--- src/rtl/conv_row_engine.sv ---
`default_nettype none
// ============================================================================
// Module      : conv_row_engine
// Description : Direct valid-mode (stride 1, no padding) convolution of one
//               IMG_H x IMG_W x CH image with one K x K x CH kernel. OW signed
//               MAC lanes compute one output row per pass; results stream out
//               over a valid/ready port. Optional ReLU at the output when
//               CONV_RELU_EN is defined.
// Revision    : 1.0 - initial release
// ============================================================================
module conv_row_engine #(
  parameter int DATA_W = 18,
  parameter int ACC_W  = 48,
  parameter int IMG_H  = 4,
  parameter int IMG_W  = 4,
  parameter int CH     = 3,
  parameter int K      = 3,
  parameter int AW     = ((IMG_H*IMG_W*CH) > (K*K*CH))
                         ? (((IMG_H*IMG_W*CH) > 1) ? $clog2(IMG_H*IMG_W*CH) : 1)
                         : (((K*K*CH) > 1) ? $clog2(K*K*CH) : 1),
  parameter int RW     = ((IMG_H-K+1) > 1) ? $clog2(IMG_H-K+1) : 1,
  parameter int CW     = ((IMG_W-K+1) > 1) ? $clog2(IMG_W-K+1) : 1
) (
  input  logic                     clk,
  input  logic                     rst,
  input  logic                     i_wr_en,
  input  logic                     i_wr_sel,
  input  logic [AW-1:0]            i_wr_addr,
  input  logic signed [DATA_W-1:0] i_wr_data,
  input  logic                     i_start,
  output logic                     o_busy,
  output logic                     o_done,
  output logic                     o_out_valid,
  input  logic                     i_out_ready,
  output logic signed [ACC_W-1:0]  o_out_data,
  output logic [RW-1:0]            o_out_row,
  output logic [CW-1:0]            o_out_col,
  output logic                     o_out_last
);

  localparam int c_OH    = IMG_H - K + 1;
  localparam int c_OW    = IMG_W - K + 1;
  localparam int c_T     = K * K * CH;
  localparam int c_IMG_N = IMG_H * IMG_W * CH;
  localparam int c_IIW   = (c_IMG_N > 1) ? $clog2(c_IMG_N) : 1;
  localparam int c_FIW   = (c_T > 1) ? $clog2(c_T) : 1;
  localparam int c_KW    = (K > 1) ? $clog2(K) : 1;
  localparam int c_CHW   = (CH > 1) ? $clog2(CH) : 1;

  typedef enum logic [1:0] {
    S_IDLE = 2'd0,
    S_ACC  = 2'd1,
    S_OUT  = 2'd2
  } state_t;

  state_t                    r_state;
  logic [RW-1:0]             r_row;
  logic [CW-1:0]             r_col;
  logic [c_KW-1:0]           r_kr;
  logic [c_KW-1:0]           r_kc;
  logic [c_CHW-1:0]          r_ch;
  logic [c_FIW-1:0]          r_t;
  logic                      r_done;
  logic                      r_out_valid;
  logic                      r_out_last;
  logic signed [ACC_W-1:0]   r_out_data;

  logic signed [DATA_W-1:0]  r_img [c_IMG_N];
  logic signed [DATA_W-1:0]  r_flt [c_T];
  logic signed [ACC_W-1:0]   r_acc [c_OW];
  logic signed [ACC_W-1:0]   w_sum [c_OW];

  logic [CW-1:0]             w_col_nx;
  logic                      w_last_row;

  assign w_col_nx   = r_col + CW'(1);
  assign w_last_row = (r_row == RW'(c_OH - 1));

  // Optional rectification, applied only where a result leaves the engine.
  function automatic logic signed [ACC_W-1:0] f_out(input logic signed [ACC_W-1:0] a);
`ifdef CONV_RELU_EN
    f_out = a[ACC_W-1] ? '0 : a;
`else
    f_out = a;
`endif
  endfunction

  // One MAC lane per output column; all lanes share the current kernel tap.
  for (genvar j = 0; j < c_OW; j++) begin : g_lane
    logic [c_IIW-1:0]          w_ia;
    logic signed [2*DATA_W-1:0] w_prod;
    assign w_ia = c_IIW'(((int'(r_row) + int'(r_kr)) * IMG_W + j + int'(r_kc)) * CH
                         + int'(r_ch));
    assign w_prod = (2*DATA_W)'(r_img[w_ia]) * (2*DATA_W)'(r_flt[r_t]);
    assign w_sum[j] = r_acc[j] + ACC_W'(w_prod);
  end

  // Operand memories: loaded only while idle, out-of-range addresses dropped.
  always_ff @(posedge clk) begin
    if (i_wr_en && (r_state == S_IDLE)) begin
      if (!i_wr_sel && (int'(i_wr_addr) < c_IMG_N)) begin
        r_img[i_wr_addr[c_IIW-1:0]] <= i_wr_data;
      end
      if (i_wr_sel && (int'(i_wr_addr) < c_T)) begin
        r_flt[i_wr_addr[c_FIW-1:0]] <= i_wr_data;
      end
    end
  end

  // Control FSM: per output row, T accumulate cycles then OW streamed beats.
  always_ff @(posedge clk) begin
    if (rst) begin
      r_state     <= S_IDLE;
      r_row       <= '0;
      r_col       <= '0;
      r_kr        <= '0;
      r_kc        <= '0;
      r_ch        <= '0;
      r_t         <= '0;
      r_done      <= 1'b0;
      r_out_valid <= 1'b0;
      r_out_last  <= 1'b0;
      r_out_data  <= '0;
      for (int j = 0; j < c_OW; j++) r_acc[j] <= '0;
    end else begin
      r_done <= 1'b0;
      case (r_state)
        S_IDLE: begin
          if (i_start) begin
            r_state <= S_ACC;
            r_row   <= '0;
            r_kr    <= '0;
            r_kc    <= '0;
            r_ch    <= '0;
            r_t     <= '0;
            for (int j = 0; j < c_OW; j++) r_acc[j] <= '0;
          end
        end
        S_ACC: begin
          for (int j = 0; j < c_OW; j++) r_acc[j] <= w_sum[j];
          r_t <= r_t + c_FIW'(1);
          // Tap order: channel fastest, then kernel column, then kernel row.
          if (r_ch == c_CHW'(CH - 1)) begin
            r_ch <= '0;
            if (r_kc == c_KW'(K - 1)) begin
              r_kc <= '0;
              r_kr <= r_kr + c_KW'(1);
            end else begin
              r_kc <= r_kc + c_KW'(1);
            end
          end else begin
            r_ch <= r_ch + c_CHW'(1);
          end
          if (r_t == c_FIW'(c_T - 1)) begin
            // Final tap: present lane 0 using the sum that includes this tap.
            r_state     <= S_OUT;
            r_out_valid <= 1'b1;
            r_col       <= '0;
            r_out_data  <= f_out(w_sum[0]);
            r_out_last  <= w_last_row && (c_OW == 1);
          end
        end
        S_OUT: begin
          if (i_out_ready) begin
            if (r_col == CW'(c_OW - 1)) begin
              r_out_valid <= 1'b0;
              r_out_last  <= 1'b0;
              if (w_last_row) begin
                r_state <= S_IDLE;
                r_done  <= 1'b1;
              end else begin
                r_state <= S_ACC;
                r_row   <= r_row + RW'(1);
                r_kr    <= '0;
                r_kc    <= '0;
                r_ch    <= '0;
                r_t     <= '0;
                for (int j = 0; j < c_OW; j++) r_acc[j] <= '0;
              end
            end else begin
              r_col      <= w_col_nx;
              r_out_data <= f_out(r_acc[w_col_nx]);
              r_out_last <= w_last_row && (w_col_nx == CW'(c_OW - 1));
            end
          end
        end
        default: begin
          r_state <= S_IDLE;
        end
      endcase
    end
  end

  assign o_busy      = (r_state != S_IDLE);
  assign o_done      = r_done;
  assign o_out_valid = r_out_valid;
  assign o_out_data  = r_out_data;
  assign o_out_row   = r_row;
  assign o_out_col   = r_col;
  assign o_out_last  = r_out_last;

endmodule
`default_nettype wire

--- config.mk ---
export PLATFORM = sky130hd
export DESIGN_NAME = conv_row_engine
export DESIGN_NICKNAME = d
export VERILOG_FILES = /design/src/rtl/conv_row_engine.sv
export SDC_FILE = /design/constraint.sdc
export NUM_CORES = 2
export LEC_CHECK = 0
export ABC_CLOCK_PERIOD_IN_PS = 13740
export CAP_MARGIN = 20
export CORE_AREA = 2 2 495 497
export CTS_CLUSTER_SIZE = 16
export DETAILED_ROUTE_END_ITERATION = 16
export DIE_AREA = 0 0 497 499
export GPL_TIMING_DRIVEN = 0
export PLACE_DENSITY_LB_ADDON = 0.2
export REMOVE_ABC_BUFFERS = 1
export SLEW_MARGIN = 20
export SYNTH_ARGS = -nofsm -noshare
export SYNTH_HDL_FRONTEND = slang
export SYNTH_SLANG_ARGS = --single-unit
--- constraint.sdc ---
create_clock -name clk -period 13.74 [get_ports clk]
set_clock_uncertainty 0.1 [all_clocks]
set_input_delay 2.061 -clock clk [delete_from_list [all_inputs] [get_ports clk]]
set_output_delay 2.061 -clock clk [all_outputs]
set_load 0.02 [all_outputs]
-- Word-level counts from Yosys, hierarchy flattened
Memories as Yosys holds them, arrays and structs flattened. A register that Yosys moved wholly into a read port is not among the register bits.
Cells that the tools add are included.
- bits of input ports: 30
- register bits: 66
- logic and storage cells: 148
- output and inout bits: 54
- memories kept: 3
- RAM bits: 1446
- bitwise logic cells: 9
- equality and inequality tests: 13
- order comparisons: 2
- reduce and logical (&&, ||, !) cells: 19
- multiply operators: 4
- mux-type cells: 73
- $add $sub $neg: 14
- memory list (memory ; words ; bits a word ; rd ports ; clocked after Yosys merged registers in ; write ports ; RTL line ; text):
    r_img ; 48 ; 18 ; 2 ; 0 ; 1 ; 68 ; logic signed [DATA_W-1:0] r_img [c_IMG_N];
    r_flt ; 27 ; 18 ; 1 ; 1 ; 1 ; 69 ; logic signed [DATA_W-1:0] r_flt [c_T];
    r_acc ; 2 ; 48 ; 3 ; 0 ; 2 ; 70 ; logic signed [ACC_W-1:0] r_acc [c_OW];
- operators by type and width (operator ; number):
    two-way mux 48 bit ; 9
    adder 48 x 36 -> 48 bit ; 2
    case mux 48 bit (2 select lines) ; 1
    multiplier 18 x 18 -> 36 bit ; 2
    two-way mux 1 bit ; 35
    adder 32 x 3 -> 32 bit ; 1
    multiplier 32 x 3 -> 6 bit, second input constant ; 1
    two-way mux 5 bit ; 6
    two-way mux 2 bit ; 13
    case mux 2 bit (3 select lines) ; 4
    inequality test 2 bit, second input constant ; 8
    AND reduction 4 bit ; 4
    case mux 5 bit (3 select lines) ; 1
    case mux 1 bit (2 select lines) ; 4
    adder 6 x 2 -> 7 bit ; 1
    multiplier 7 x 2 -> 6 bit, second input constant ; 1
    AND reduction 7 bit ; 1
    adder 2 x 1 -> 2 bit, second input constant ; 3
    adder 5 x 1 -> 6 bit, second input constant ; 1
    adder 6 x 2 -> 6 bit ; 1
    adder 6 x 3 -> 6 bit ; 1
    == test 2 bit, second input constant ; 3
    < comparator 6 x 5 -> 1 bit, second input constant ; 1
    < comparator 6 bit, second input constant ; 1
    16 further kinds ; 29

-- Depth between registers and ports, before layout
An unclocked memory read counts as a cell.
- word-level depth: 10
- gate-level depth with buffers: 39
- mapped depth without buffers: 38

-- Least setup slack after synthesis
No wires, ideal clock.
- path type: reg-to-reg
- start: reg r_row (netlist: o_out_row)
- end: reg r_out_data[47] (netlist: o_out_data[47])
- buffers on the path: 2
- setup time: 0.074 ns
- setup slack: 3.463 ns
- arrival: 10.102 ns
- cell stages (with the launch flop): 36
- period minus slack after synthesis: 10.277 ns
- data required time: 13.566 ns
- cells stage by stage: dfxtp_1 ha_1 inv_1 fa_1 inv_1 ha_1 ha_1 xor2_2 buf_4 mux4_2 nor2_1 a21oi_2 buf_2 nand2_1 fa_1 inv_1 fa_1 inv_1 fa_1 fa_1 inv_1 fa_1 inv_1 fa_1 inv_1 ha_1 ha_1 nand2_2 nor2_1 nand2_1 or3_1 o21ai_4 o31ai_2 and2_4 or4b_1 a31oi_1
- word-level cells in the longest chain between the ends: 9
- RTL lines (what ; RTL line ; text):
    from (decl) ; 57 ; logic [RW-1:0] r_row;
    from (signal assigned) ; 173 ; r_row <= r_row + RW'(1);
    adder 1 x 2 -> 3 bit ; 92 ; assign w_ia = c_IIW'(((int'(r_row) + int'(r_kr)) * IMG_W + j + int'(r_kc)) * CH
    adder 32 x 3 -> 32 bit ; 92 ;
    multiplier 32 x 3 -> 6 bit ; 92 ;
    adder 6 x 3 -> 6 bit ; 93 ; + int'(r_ch));
    memory read (48 x 18 bit) ; n/a ;
    multiplier 18 x 18 -> 36 bit ; 94 ; assign w_prod = (2*DATA_W)'(r_img[w_ia]) * (2*DATA_W)'(r_flt[r_t]);
    adder 48 x 36 -> 48 bit ; 95 ; assign w_sum[j] = r_acc[j] + ACC_W'(w_prod);
    two-way mux 48 bit ; 154 ; if (r_t == c_FIW'(c_T - 1)) begin
    case mux 48 bit (2 select lines) ; 127 ; case (r_state)
    to (signal assigned) ; 159 ; r_out_data <= f_out(w_sum[0]);
    to (signal assigned) ; 182 ; r_out_data <= f_out(r_acc[w_col_nx]);
    to (decl) ; 66 ; logic signed [ACC_W-1:0] r_out_data;
Every way passes these cells. The select of a mux whose other input is x is not followed.
A chain may end at the register's enable or synchronous reset.

==> qor.csv <==
stage,metric,value,unit
die,Core ar.,0.2425,mm^2
clock_tree,Root Buffer,clkbuf_16,
clock_tree,H-tree depth,4,
route,final wirelength,269700,um
route,Final ANT Viol Nets,0,
setup_path,worst setup path category,flip-flop to flip-flop,
route,vias per cell,5.529,
synthesis,ys async rst share,0,%
die,die height,499,um
placed_design,detailed-placement wirelength estimate,196800,um
hold_path,Hold Path Class,flip-flop to flip-flop,
layout,layout cell share with drive strength beyond 1,19.13,%
synthesis,top cell type's share of synthesized area,45.02,%
synthesis,Unique masters post-synth,88,
timing,Final Max Slew Viols,0,
setup_path,CP arrival,13.34,ns
clock_tree,Num CTS Buffers,164,
setup_path,crit path max fanout,24,
die,Die Area,0.2480,mm^2
layout,nets@finish,7870,
clock_tree,latest clock arrival within the worst-skew pair,0.86,ns
layout,area grow syn2layout,14.32,%
route,drt initial violations,4599,
layout,# fillers,21060,
global_route,initial antenna violation count,6,
synthesis,register area share after synthesis,46.50,%
route,post-DR wirelength/cell,26.87,um
synthesis,Area contributors post-synth,"edfxtp_1 45%, fa_1 17%, mux4_2 16%, ha_1 3.9%, inv_1 3.8%",
global_route,largest net degree at the start of global routing,76,
synthesis,synthesized cell area,0.09644,mm^2
setup_path,"Slowest-stage cell, CP",dfxtp_1,
global_route,GR Overflow Total,0,
synthesis,Syn Inst Count,6583,
clock_tree,cts hold-fix bufs,0,
timing,final hold viol count,0,
flow_run,MaxCap Viol Count,0,
timing,min Tclk post-route,12.87,ns
placed_design,port buffer count,83,
route,DRC Markers,0,
timing,count of final setup violators,0,
timing,Setup TNS,0,ns
clock_tree,TritonCTS clock tree,done,
setup_path,Critical Path RT,14.20,ns
setup_path,CP dominant cell by count,fa_1,
clock_tree,number of gates resized after cts,0,
setup_path,Setup crit end kind,flip-flop,
clock_tree,Worst-path clk slew,0.06,ns
synthesis,number of flops mapped to enable cells by yosys,1446,
global_route,first-pass GRT wire length,400800,um
clock_tree,Post-CTS Setup Bufs,0,
timing,RSZ-0062 raised after global routing,no,
timing,final worst path period share,93.69,%
route,Via Count,55500,
setup_path,CP Buf/Inv Count,9,
synthesis,most common flop cell mapped by yosys,edfxtp_1,
setup_path,Crit path max-delay family,adder cells,
die,Starting Density,39.76,%
clock_tree,CTS Buffer Depth,3,
synthesis,cell taking the most area after synthesis,edfxtp_1,
die,I/O pin cnt,84,
die,Die W,497,um
route,drt first pass iters,6,
global_route,vias in the first global route,59440,
timing,Max Freq,77.68,MHz
synthesis,synth warn,0,
timing,relative slew slack,18.07,%
run_status,status,completed,
timing,Least-Margin Pin Slew,1.216,ns
setup_path,crit-path max cell delay,0.88,ns
synthesis,synthesized area per cell,14.65,um^2
die,num rows,181,
placed_design,placed inst area,0.1048,mm^2
synthesis,Synth Register Bits,1517,
placed_design,Final GP Congestion,0.8845,
timing,worst hold slack,0.3565,ns
clock_tree,CTS sink cnt,1517,
global_route,GRT Overall Usage,22.00,%
setup_path,crit path launch type,flip-flop,
layout,Final Cell Area,0.1103,mm^2
==> worst min-delay path, cell delays in order (launching register included) <==
cell and delay (ns):
dfxtp_1 0.31, nand2_1 0.05, a21oi_1 0.05
==> registers in the layout (all words and copies together), names as in the netlist, 2 cells and up, named ones only <==
signal      cells
r_img         864
r_flt         486
r_acc          96
o_out_data     48
r_t             5
r_ch            2
r_kc            2
r_kr            2
r_state         2
==> metrics by stage <==
step,std cells,setup slack (ns),util (%)
after floorplan,6261,-9.548,-
after detailed placement,9739,0.7258,43.20
after CTS,10040,0.6995,45.45
after global placement,9546,-17.44,41.05
after global routing,10040,0.1204,45.45
final,10040,0.8672,45.46
==> final timing paths <==
| path | end | from | slack, ns | cells after the start |
|---|---|---|---|---|
| worst max register to register | r_acc[0][39] | o_out_row | 0.87 | 35 |
| worst max-delay path | r_acc[0][39] | o_out_row | 0.87 | 35 |
| worst min-delay path | o_out_last | o_out_last | 0.36 | 2 |
| worst min register to register | o_out_last | o_out_last | 0.36 | 2 |
==> synth_stat cells, types with 7 or more instances <==
cell and count:
fa_1 838, ha_1 299, nand2b_1 45, nand4_1 13, a21o_1 40, buf_6 24
a31oi_1 10, nand3_1 25, xnor2_1 62, buf_4 41, inv_1 985, clkbuf_1 101
nor2_1 500, mux2_2 9, nand2_1 427, a21oi_1 149, xor2_1 40, edfxtp_1 1446
o21a_1 7, nor3_1 53, a211oi_1 31, dfxtp_1 71, o21bai_1 18, nor2b_1 42
o21ai_2 12, buf_2 138, or2_2 8, a21oi_2 9, a221oi_1 8, buf_1 15
o31ai_1 14, mux2i_1 77, and2_1 103, and3_1 14, or3_1 15, mux4_2 666
o21ai_0 94, o22ai_1 20
==> cell families (layout without fill, tap and decap cells) <==
family          count (synthesis)  after routing  share of synthesized area, %
flops                        1517           1517                         46.50
buf+inv                      1315           1565                         5.648
simple gates                 1273           1273                         5.801
fa+ha+maj                    1137           1137                         21.27
mux                           758            758                         16.60
compound gates                477            477                         3.188
xor+xnor                      106            106                        0.9938
other cells                     0              3                             0
==> final cells by class <==
class                           count  area, um^2  share of cell area, %
Antenna cell                        3       7.507               0.006809
Inverter                          993        3727                  3.381
Tap cell                         3202        4006                  3.634
Clock inverter                     92        1085                 0.9839
Timing Repair Buffer              276        5107                  4.632
Multi-Input combinational cell   3751       47080                  42.70
Sequential cell                  1517       44860                  40.69
Clock buffer                      204        4379                  3.972
==> cell usage in the layout (no fill, tap or decap), types with 20 or more instances in the layout <==
cell type / n
nor3_1: 50
edfxtp_1: 1446
xor2_1: 40
buf_6: 22
clkbuf_1: 32
nand2_1: 427
clkbuf_16: 168
inv_1: 981
fa_1: 836
a21oi_1: 134
nand3_1: 25
and2_1: 103
xnor2_1: 60
clkdlybuf4s50_1: 64
nand2b_1: 42
dfxtp_1: 65
o21ai_0: 89
nor2b_1: 41
mux2i_1: 74
buf_4: 28
ha_1: 296
clkinv_1: 33
nor2_4: 74
a211oi_1: 31
nor2_1: 424
o22ai_1: 20
clkinv_2: 24
buf_12: 55
a21o_1: 40
mux4_2: 666
buf_16: 104
==> routing by layer <==
layer	track usage (%)	share of wire (%)	vias to the layer above
met5	0	0.0059	-
met4	7.977	3.7	2
met3	2.907	6.3	401
met2	36.95	49	1989
met1	29.36	41	29480
li1	-	-	23620
Power is not shown: default switching activity piles up to over one toggle a cycle in this logic, so the estimate is an artifact.
